<file path="src/rtl/branch_sequencer.sv">
// Branch-flag protocol initiator: issues setflag codes to the flag unit, samples
// the returned flag and advances or redirects the program counter.
module branch_sequencer #(
  parameter int unsigned ADDR_W   = 32,
  parameter logic [ADDR_W-1:0] RESET_PC = '0,
  parameter int unsigned CNT_W    = 16
) (
  input  logic              clk,
  input  logic              rst_n,
  input  logic              instr_valid,
  output logic              instr_ready,
  input  logic [2:0]        op,
  input  logic [ADDR_W-1:0] target,
  output logic [2:0]        setflag,
  input  logic              flag,
  output logic [ADDR_W-1:0] pc,
  output logic              pc_valid,
  output logic              taken,
  input  logic              stat_clr,
  output logic [CNT_W-1:0]  br_count,
  output logic [CNT_W-1:0]  taken_count
);

  typedef enum logic [1:0] {
    IDLE   = 2'd0,
    ISSUE  = 2'd1,
    SAMPLE = 2'd2
  } state_t;

  localparam logic [2:0] OP_ADVANCE = 3'b000;
  localparam logic [2:0] OP_RECORD  = 3'b111;

  state_t            state;
  logic [2:0]        op_q;
  logic [ADDR_W-1:0] target_q;
  logic [ADDR_W-1:0] pc_next;

  assign instr_ready = (state == IDLE);
  assign pc_next     = pc + ADDR_W'(1);

  always_ff @(posedge clk or negedge rst_n) begin
    if (!rst_n) begin
      state       <= IDLE;
      op_q        <= '0;
      target_q    <= '0;
      setflag     <= '0;
      pc          <= RESET_PC;
      pc_valid    <= 1'b0;
      taken       <= 1'b0;
      br_count    <= '0;
      taken_count <= '0;
    end else begin
      pc_valid <= 1'b0;
      taken    <= 1'b0;

      case (state)
        IDLE: begin
          setflag <= '0;
          if (instr_valid) begin
            if (op == OP_ADVANCE) begin
              pc       <= pc_next;
              pc_valid <= 1'b1;
            end else begin
              op_q     <= op;
              target_q <= target;
              setflag  <= op;
              state    <= ISSUE;
            end
          end
        end
        ISSUE: state <= SAMPLE;
        SAMPLE: begin
          state    <= IDLE;
          setflag  <= '0;
          pc_valid <= 1'b1;
          if (op_q == OP_RECORD) begin
            pc <= pc_next;
          end else begin
            taken <= flag;
            pc    <= flag ? target_q : pc_next;
          end
        end
        default: state <= IDLE;
      endcase

      // Clear takes priority over the resolve-edge increment.
      if (stat_clr) begin
        br_count    <= '0;
        taken_count <= '0;
      end else if (state == SAMPLE && op_q != OP_RECORD) begin
        if (br_count != '1)
          br_count <= br_count + CNT_W'(1);
        if (flag && taken_count != '1)
          taken_count <= taken_count + CNT_W'(1);
      end
    end
  end

endmodule

</file>
<file path="config.mk">
export PLATFORM = sky130hd
export DESIGN_NAME = branch_sequencer
export DESIGN_NICKNAME = d
export VERILOG_FILES = /design/src/rtl/branch_sequencer.sv
export SDC_FILE = /design/constraint.sdc
export NUM_CORES = 1
export LEC_CHECK = 0
export ABC_AREA = 1
export CAP_MARGIN = 20
export CORE_ASPECT_RATIO = 1.25
export CORE_UTILIZATION = 53
export CTS_CLUSTER_DIAMETER = 40
export DETAILED_ROUTE_END_ITERATION = 16
export PLACE_DENSITY_LB_ADDON = 0.05
export REMOVE_ABC_BUFFERS = 1
export SLEW_MARGIN = 40
export SYNTH_ARGS = -nofsm -noshare
export SYNTH_HDL_FRONTEND = slang
export SYNTH_SLANG_ARGS = --single-unit
</file>
<file path="constraint.sdc">
create_clock -name clk -period 1.75 [get_ports clk]
set_input_delay 0.175 -clock clk [delete_from_list [all_inputs] [get_ports clk]]
set_output_delay 0.175 -clock clk [all_outputs]
set_load 0.005 [all_outputs]
</file>
; Word level (Yosys, flattened, before mapping)
; Index checks and enable logic that the tools add are counted.
[word_totals]
register_bits = 106
[op_classes]
n_bitwise = 1
n_addsub = 3
eq_ne = 9
n_reduce_logical = 13
muxes = 22
[ops]
columns = cell, n
row1 = 2-to-1 mux 32 bit, 4
row2 = 2-to-1 mux 16 bit, 6
row3 = case mux 32 bit (2 select lines), 1
row4 = adder 16 x 1 -> 16 bit (second input constant), 2
row5 = adder 32 x 1 -> 32 bit (second input constant), 1
row6 = inequality test 16 bit (second input constant), 2
row7 = nonzero test 2 bit, 4
row8 = 2-to-1 mux 3 bit, 2
row9 = case mux 3 bit (2 select lines), 1
row10 = AND reduction 2 bit, 3
row11 = AND reduction 3 bit, 2
row12 = 2-to-1 mux 1 bit, 4
row13 = 2-to-1 mux 2 bit, 2
row14 = inequality test 2 bit (second input constant), 2
row15 = case mux 2 bit (2 select lines), 1
row16 = equality test 3 bit (second input constant), 1
row17 = logical NOT 3 bit, 1
row18 = inequality test 3 bit (second input constant), 1
row19 = equality test 2 x 1 -> 1 bit (second input constant), 1
row20 = equality test 2 bit (second input constant), 1
row21 = logical AND 1 bit, 2
row22 = logical NOT 2 bit, 1
row23 = inequality test 2 x 1 -> 1 bit (second input constant), 1
row24 = case mux 1 bit (2 select lines), 1
row25 = inverter 1 bit, 1

; Longest topological paths before layout
; Gate-level depths: netlist of the first run.
[depth]
depth_word = 5
ltp_mapped = 12
ltp_nobuf = 11

; Worst setup path before layout of the first run
; OpenSTA, ideal clock, no wires.
[synth_timing]
path_type = register to register
startpoint = reg br_count[0]
endpoint = reg br_count[14]
path_stages_with_launch = 9
path_buffers = 0
arrival_time_ps = 1402
slack_ps = 221
setup_ps = 127
t_required_ps = 1623
cell_sequence = dfrtp_1 -> ha_1 -> nand3_1 -> nor2_1 -> nand3_1 -> nand2_4 -> inv_1 -> nand4_1 -> o21ai_0
[synth_between]
elab_chain_cells = 4
word_cells_on_any_way = 7
classes_between = add/sub: 1 / eq/ne: 1 / mux: 3 / reduce/logical: 2
[synth_rtl]
columns = element, line
row1 = "start, declared", 20  ; output logic [CNT_W-1:0] br_count,
row2 = "start signal, assigned", 92  ; br_count <= br_count + CNT_W'(1);
row3 = adder 16 x 1 -> 16 bit, 92
row4 = 2-to-1 mux 16 bit, 91  ; if (br_count != '1)
row5 = 2-to-1 mux 16 bit, 90  ; end else if (state == SAMPLE && op_q != OP_RECORD) begin
row6 = 2-to-1 mux 16 bit, 87  ; if (stat_clr) begin
; Parallel ways exist; a longest one is shown, timed or not. The select of a mux whose other input is x is not followed.
; A chain may end at the register's enable or synchronous reset.

; Final worst setup path of the first run
[layout_timing]
startpoint = reg state[0]
endpoint = out instr_ready
[layout_between]
elab_chain_cells = 1
[layout_rtl]
columns = element, line
row1 = "start, declared", 33  ; state_t state;
row2 = "start signal, assigned", 43  ; state <= IDLE;
row3 = "start signal, assigned", 67  ; state <= ISSUE;
row4 = "start signal, assigned", 71  ; ISSUE: state <= SAMPLE;
row5 = logical NOT 2 bit, 38  ; assign instr_ready = (state == IDLE);
row6 = "end, declared", 11  ; output logic instr_ready,
; Every way passes these cells.

==> flow_metrics.env, run 1 <==
export IMPL_post_route_period_util=0.959
export IMPL_design_area_mm2=0.00774
export IMPL_setup_viol=0
export IMPL_core_mm2=0.0111
export IMPL_port_buffers=109
export IMPL_synth_top_cell_by_area="dfrtp_1"
export IMPL_ys_ff_latch=106
export IMPL_crit_type="register to output port"
export IMPL_irDropWorstVdd_mv=0.506
export IMPL_layout_common_cells="313 x nand2_1, 108 x clkdlybuf4s50_1, 106 x dfrtp_1"
export IMPL_placed_cells=1095
export IMPL_die_h_um=121
export IMPL_grt_pass1_wl_mm=26.2
export IMPL_whs_ps=326
export IMPL_netSwitchingPower_w=0.00278
export IMPL_n_antenna_cell=0
export IMPL_final_nets=1024
export IMPL_area_growth_pct=28.1
export IMPL_tritoncts="yes"
export IMPL_r2r_start="taken_count[0]"
export IMPL_drc=0
export IMPL_clk_path_buf_depth=2
export IMPL_htree_levels=3
export IMPL_ios=110
export IMPL_antenna_found_initial=0
export IMPL_grt_max_degree=46
export IMPL_netlist_area_leader_share=0.439
export IMPL_crit_path_start_kind="register"
export IMPL_period_needed_ps=1680
export IMPL_drive_gt1_frac=0.0832
export IMPL_initial_core_util=0.545
export IMPL_switching_share=0.340
export IMPL_status="finished clean"
export IMPL_syn_cell_area_mm2=0.00604
export IMPL_clk_pin_slew_ps=70
export IMPL_ys_types=36
export IMPL_fin_ws_ps=72.3
export IMPL_power_density_mw_per_mm2=1060
export IMPL_grt_pass1_vias=5698
export IMPL_drt_first_pass_iters=5
export IMPL_drtIter0Drc=339
export IMPL_vias=5960
export IMPL_critPathMaxFanout=7
export IMPL_routed_wl_mm=15.7
export IMPL_synthCells=856
export IMPL_fin_skew_ps=4.85
export IMPL_yosysWarnings=0
export IMPL_cap_viol_max_count=0
export IMPL_timing_fmax_mhz=596
export IMPL_viasPerCell=5.32
export IMPL_ff2ff_setup_slack_ps=130
export IMPL_die_w_um=97.5
export IMPL_drv_slew=0
export IMPL_wire_per_inst_um=14.0
export IMPL_final_core_util=0.698
export IMPL_p_leak_nw=3.54
export IMPL_p_clk_frac=0.252
export IMPL_crit_path_start="state[0]"
export IMPL_place_ws_ps=-56.1
export IMPL_place_hpwl_mm=11.5
export IMPL_row_count=43
export IMPL_hold_violations=0
export IMPL_crit_required_ps=1570
export IMPL_synth_area_top_cells="dfrtp_1 44%, nand2_1 19%, nand3_1 6.1%, nor2_1 5.5%, inv_1 4.9%"
export IMPL_slew_headroom=0.686
export IMPL_internal_power_w=0.00540
export IMPL_ant_nets=0
export IMPL_dieArea_mm2=0.0118
export IMPL_yosysSeqAreaShare=0.439
export IMPL_arrival_ps=1500
export IMPL_routabilityCongestion=0.886
export IMPL_cts_buffers=9
export IMPL_hold_path_class="input pin to asynchronous set/reset pin"
export IMPL_clock_sinks=106
export IMPL_synth_avg_cell_area_um2=7.06
export IMPL_end_kind="output port"
export IMPL_instances_no_fill=1121
export IMPL_power_frac_comb=0.303
export IMPL_dpl_cell_area_mm2=0.00734
export IMPL_cts_root_buffer="clkbuf_16"
export IMPL_sequentialPowerShare=0.445
export IMPL_layout_commonest_cell="nand2_1"
export IMPL_gr_usage_all_layers=0.274
export IMPL_insertion_delay_ps=350
export IMPL_gr_total_overflow=0
export IMPL_tightest_slew_ps=471
flip-flops by register name, summed over array words and instances, names as in the netlist:
name	cells
op_q	3
target_q	32
setflag	3
pc	32
br_count	16
taken_count	16
state	2
taken	1
pc_valid	1
repair_timing:
| item | in CTS | in global routing |
|---|---|---|
| hold buffers | 1 | 0 |
| resized for setup | 0 | 7 |
| setup endpoints to repair | 0 | 30 |
| hold endpoints to repair | 30 | 0 |
| buffers inserted | 0 | 9 |
area by class of cell:
cell class                 instances  area [µm²]
inverter                          86         338
timing repair buffer             139        1370
clock buffer                      11         233
multi-input combinational        639        2920
clock inverter                     5        61.3
tap                              135         169
sequential                       106        2650
fill                             953        3340
through the flow:
step / power, W / setup TNS (ps)
floorplan: 0.00470 / -10440
finish: 0.00817 / 0
global route: 0.00868 / -5.90
detailed placement: 0.00610 / -400
CTS: 0.00817 / 0
global placement: 0.00602 / 0
final timing paths:
kind | depth (start not counted) | end
max | 2 | instr_ready
min | 2 | target_q[6]
max reg2reg | 8 | taken_count[3]
min reg2reg | 2 | target_q[17]
max in group asynchronous | 3 | br_count[13]
min in group clk | 3 | target_q[29]
logic make-up (layout without fill, tap and decap cells):
kind of cell	count (synthesis)	count (layout)	synth area share
buffers and inverters	111	241	0.0807
xor gates and xnor gates	13	13	0.0188
AOI/OAI and AO/OA	89	89	0.0795
and+or+nand+nor	534	534	0.376
adders and majority gates	3	3	0.00621
DFF	106	106	0.439
critical path, cell delays in order (launching register included):
cell             delay [ps]
dfrtp_1                 470
nor2_1                  160
clkdlybuf4s50_1         520
cells in the mapped netlist (all sizes together):
| cell type | n |
|---|---|
| o21ai | 68 |
| a21oi | 11 |
| clkbuf | 2 |
| buf | 23 |
| or2 | 3 |
| o211ai | 5 |
| and2 | 1 |
| dfrtp | 106 |
| xnor2 | 3 |
| xor2 | 10 |
| o21bai | 4 |
| nor3 | 15 |
| nand3 | 75 |
| ha | 3 |
| nor2 | 94 |
| a31oi | 1 |
| inv | 84 |
| nand2 | 326 |
| nand3b | 5 |
| nand4 | 15 |
| clkinv | 2 |
layer usage:
layer,global-route usage,vias up,share of wire
li1,-,2973,-
met1,0.339,2795,0.42
met2,0.487,167,0.52
met3,0.0461,25,0.045
met4,0.0892,0,0.018
met5,0,-,0
power groups by stage:
stage | combinational, W | sequential (W) | clock (W)
6_report | 0.00248 | 0.00364 | 0.00206
5_1_grt | 0.00277 | 0.00372 | 0.00219
4_1_cts | 0.00245 | 0.00362 | 0.00209
3_5_place_dp | 0.00244 | 0.00365 | 0
3_3_place_gp | 0.00237 | 0.00364 | 0
2_1_floorplan | 0.00117 | 0.00353 | 0
Note: power is estimated with default switching activity, not from simulation.
==> inputs of run 2 (changes only) <==
--- a/config.mk
+++ b/config.mk
@@ -8,6 +8,7 @@
 export ABC_AREA = 1
 export CAP_MARGIN = 20
 export CORE_ASPECT_RATIO = 1.25
+export CORE_MARGIN = 1.5
 export CORE_UTILIZATION = 53
 export CTS_CLUSTER_DIAMETER = 40
 export DETAILED_ROUTE_END_ITERATION = 16
==> run 2 against run 1 <==
Against the previous run:
- via count is 0.27% higher
- core utilization is 0.15 points higher
- final cell count is 0.36% lower
- final area is 0.21% higher
- sequential share of layout area hardly changed
- setup slack better by 31 ps
- sequential cell count stayed put
- largest power group unchanged
- non-clock buffer count is 3 lower
- largest cell class unchanged
- combinational power is 2% higher
- worst hold slack worse by 17 ps
- critical path type unchanged
- first-iteration DRC count is 9.4% higher
==> flow_metrics.env, run 2 (same netlist as run 1, synthesis figures left out) <==
export IMPL_n_antenna_cell=0
export IMPL_post_route_period_util=0.941
export IMPL_tritoncts="yes"
export IMPL_port_buffers=109
export IMPL_drv_slew=0
export IMPL_dieArea_mm2=0.0121
export IMPL_layout_common_cells="312 x nand2_1, 108 x clkdlybuf4s50_1, 104 x dfrtp_1"
export IMPL_r2r_start="br_count[1]"
export IMPL_status="finished clean"
export IMPL_clk_path_buf_depth=2
export IMPL_power_density_mw_per_mm2=1050
export IMPL_layout_top_registers="pc (32), target_q (32)"
export IMPL_cap_viol_max_count=0
export IMPL_fin_skew_ps=10.4
export IMPL_cts_buffers=9
export IMPL_core_mm2=0.0111
export IMPL_final_core_util=0.700
export IMPL_htree_levels=3
export IMPL_grt_max_degree=46
export IMPL_ff2ff_setup_slack_ps=110
export IMPL_irDropWorstVdd_mv=0.565
export IMPL_drc=0
export IMPL_crit_path_start_kind="register"
export IMPL_place_hpwl_mm=11.6
export IMPL_ant_nets=0
export IMPL_whs_ps=309
export IMPL_clock_sinks=106
export IMPL_initial_core_util=0.545
export IMPL_reg2reg_depth=8
export IMPL_grt_pass1_wl_mm=26.6
export IMPL_p_leak_nw=3.52
export IMPL_viasPerCell=5.35
export IMPL_drt_first_pass_iters=5
export IMPL_arrival_ps=1470
export IMPL_r2r_end="br_count[14]"
export IMPL_vias=5976
export IMPL_insertion_delay_ps=350
export IMPL_die_h_um=122
export IMPL_drive_gt1_frac=0.0906
export IMPL_setup_viol=0
export IMPL_wire_per_inst_um=14.5
export IMPL_period_needed_ps=1650
export IMPL_final_nets=1021
export IMPL_die_w_um=98.5
export IMPL_cts_root_buffer="clkbuf_16"
export IMPL_drtIter0Drc=371
export IMPL_gr_total_overflow=0
export IMPL_crit_required_ps=1570
export IMPL_row_count=43
export IMPL_grt_pass1_vias=5702
export IMPL_end_kind="output port"
export IMPL_ios=110
export IMPL_crit_type="register to output port"
export IMPL_clk_pin_slew_ps=70
export IMPL_antenna_found_initial=0
export IMPL_rsz0062_at_grt="false"
export IMPL_routabilityCongestion=0.906
export IMPL_layout_commonest_cell="nand2_1"
export IMPL_timing_fmax_mhz=607
export IMPL_slew_headroom=0.710
export IMPL_gr_usage_all_layers=0.273
export IMPL_hold_violations=0
export IMPL_hold_path_class="input pin to asynchronous set/reset pin"
export IMPL_critPathMaxFanout=7
export IMPL_routed_wl_mm=16.2
export IMPL_area_growth_pct=28.3
export IMPL_tightest_slew_ps=435
==> run 2: changes by cell type in the layout (fill, tap and decap cells not counted), moves of 2 or more <==
cell / previous run / this run
clkbuf_8: 0 / 2
nor2_1: 86 / 83
dfrtp_1: 106 / 104
clkbuf_1: 2 / 0
buf_4: 26 / 22
dfrtp_2: 0 / 2
nor2_2: 7 / 10
==> run 2: repair_timing <==
item / 4_1_cts / 5_1_grt
hold buffers: 1 / 0
gates resized for setup: 0 / 17
setup buffers: 0 / 8
setup endpoints to repair: 0 / 57
hold endpoints to repair: 26 / 0
==> run 2: final cells by class <==
class	count	area, µm²
clock inverters	4	33.8
multi-input cells	639	2950
fillers	975	3330
repair buffers	136	1360
inverters	86	338
well taps	135	169
flip-flops and latches	106	2660
clock buffers	11	253
==> run 2: layer usage <==
metal	share of wire	routed length [µm]	global-route usage	vias to the layer above
met3	0.049	791	0.0456	25
li1	-	-	-	2956
met5	0	0	0	-
met1	0.41	6690	0.333	2801
met2	0.52	8340	0.485	194
met4	0.021	335	0.100	0
==> run 2: how the worst max path moves through the flow <==
stage | start | slack, ps | endpoint | cells after the start
CTS | taken_count[0] | 60 | taken_count[9] | 10
floorplan | state[0] | -240 | target_q[11] | 4
global route | br_count[1] | 4 | br_count[11] | 8
detailed placement | op[0] | -70 | setflag[2] | 7
finish | state[0] | 100 | instr_ready | 2
global placement | op[0] | 40 | target_q[20] | 6
==> run 2: per-stage QoR <==
step	total power [W]	setup WS, ps	std cells	TNS, ps	area (µm²)
after CTS	0.00812	58.1	1108	0	7610
after global routing	0.00866	3.74	1117	0	7750
after floorplan	0.00470	-241	831	-10440	5890
final	0.00816	104	1117	0	7750
after global placement	0.00602	40.1	1092	0	7310
after detailed placement	0.00611	-71.9	1092	-340	7310
==> run 2: critical path: stages (launching register included) <==
cell	delay, ps
dfrtp_2	460
nor2_1	150
clkdlybuf4s50_1	520
==> run 2: power by group <==
group / leakage (nW) / internal [W] / total [W] / switching (W)
Combinational: 2.02 / 0.00129 / 0.00253 / 0.00124
Clock: 0.139 / 0.00105 / 0.00198 / 0.000930
Sequential: 1.37 / 0.00300 / 0.00365 / 0.000654
Total: 3.52 / 0.00534 / 0.00816 / 0.00282
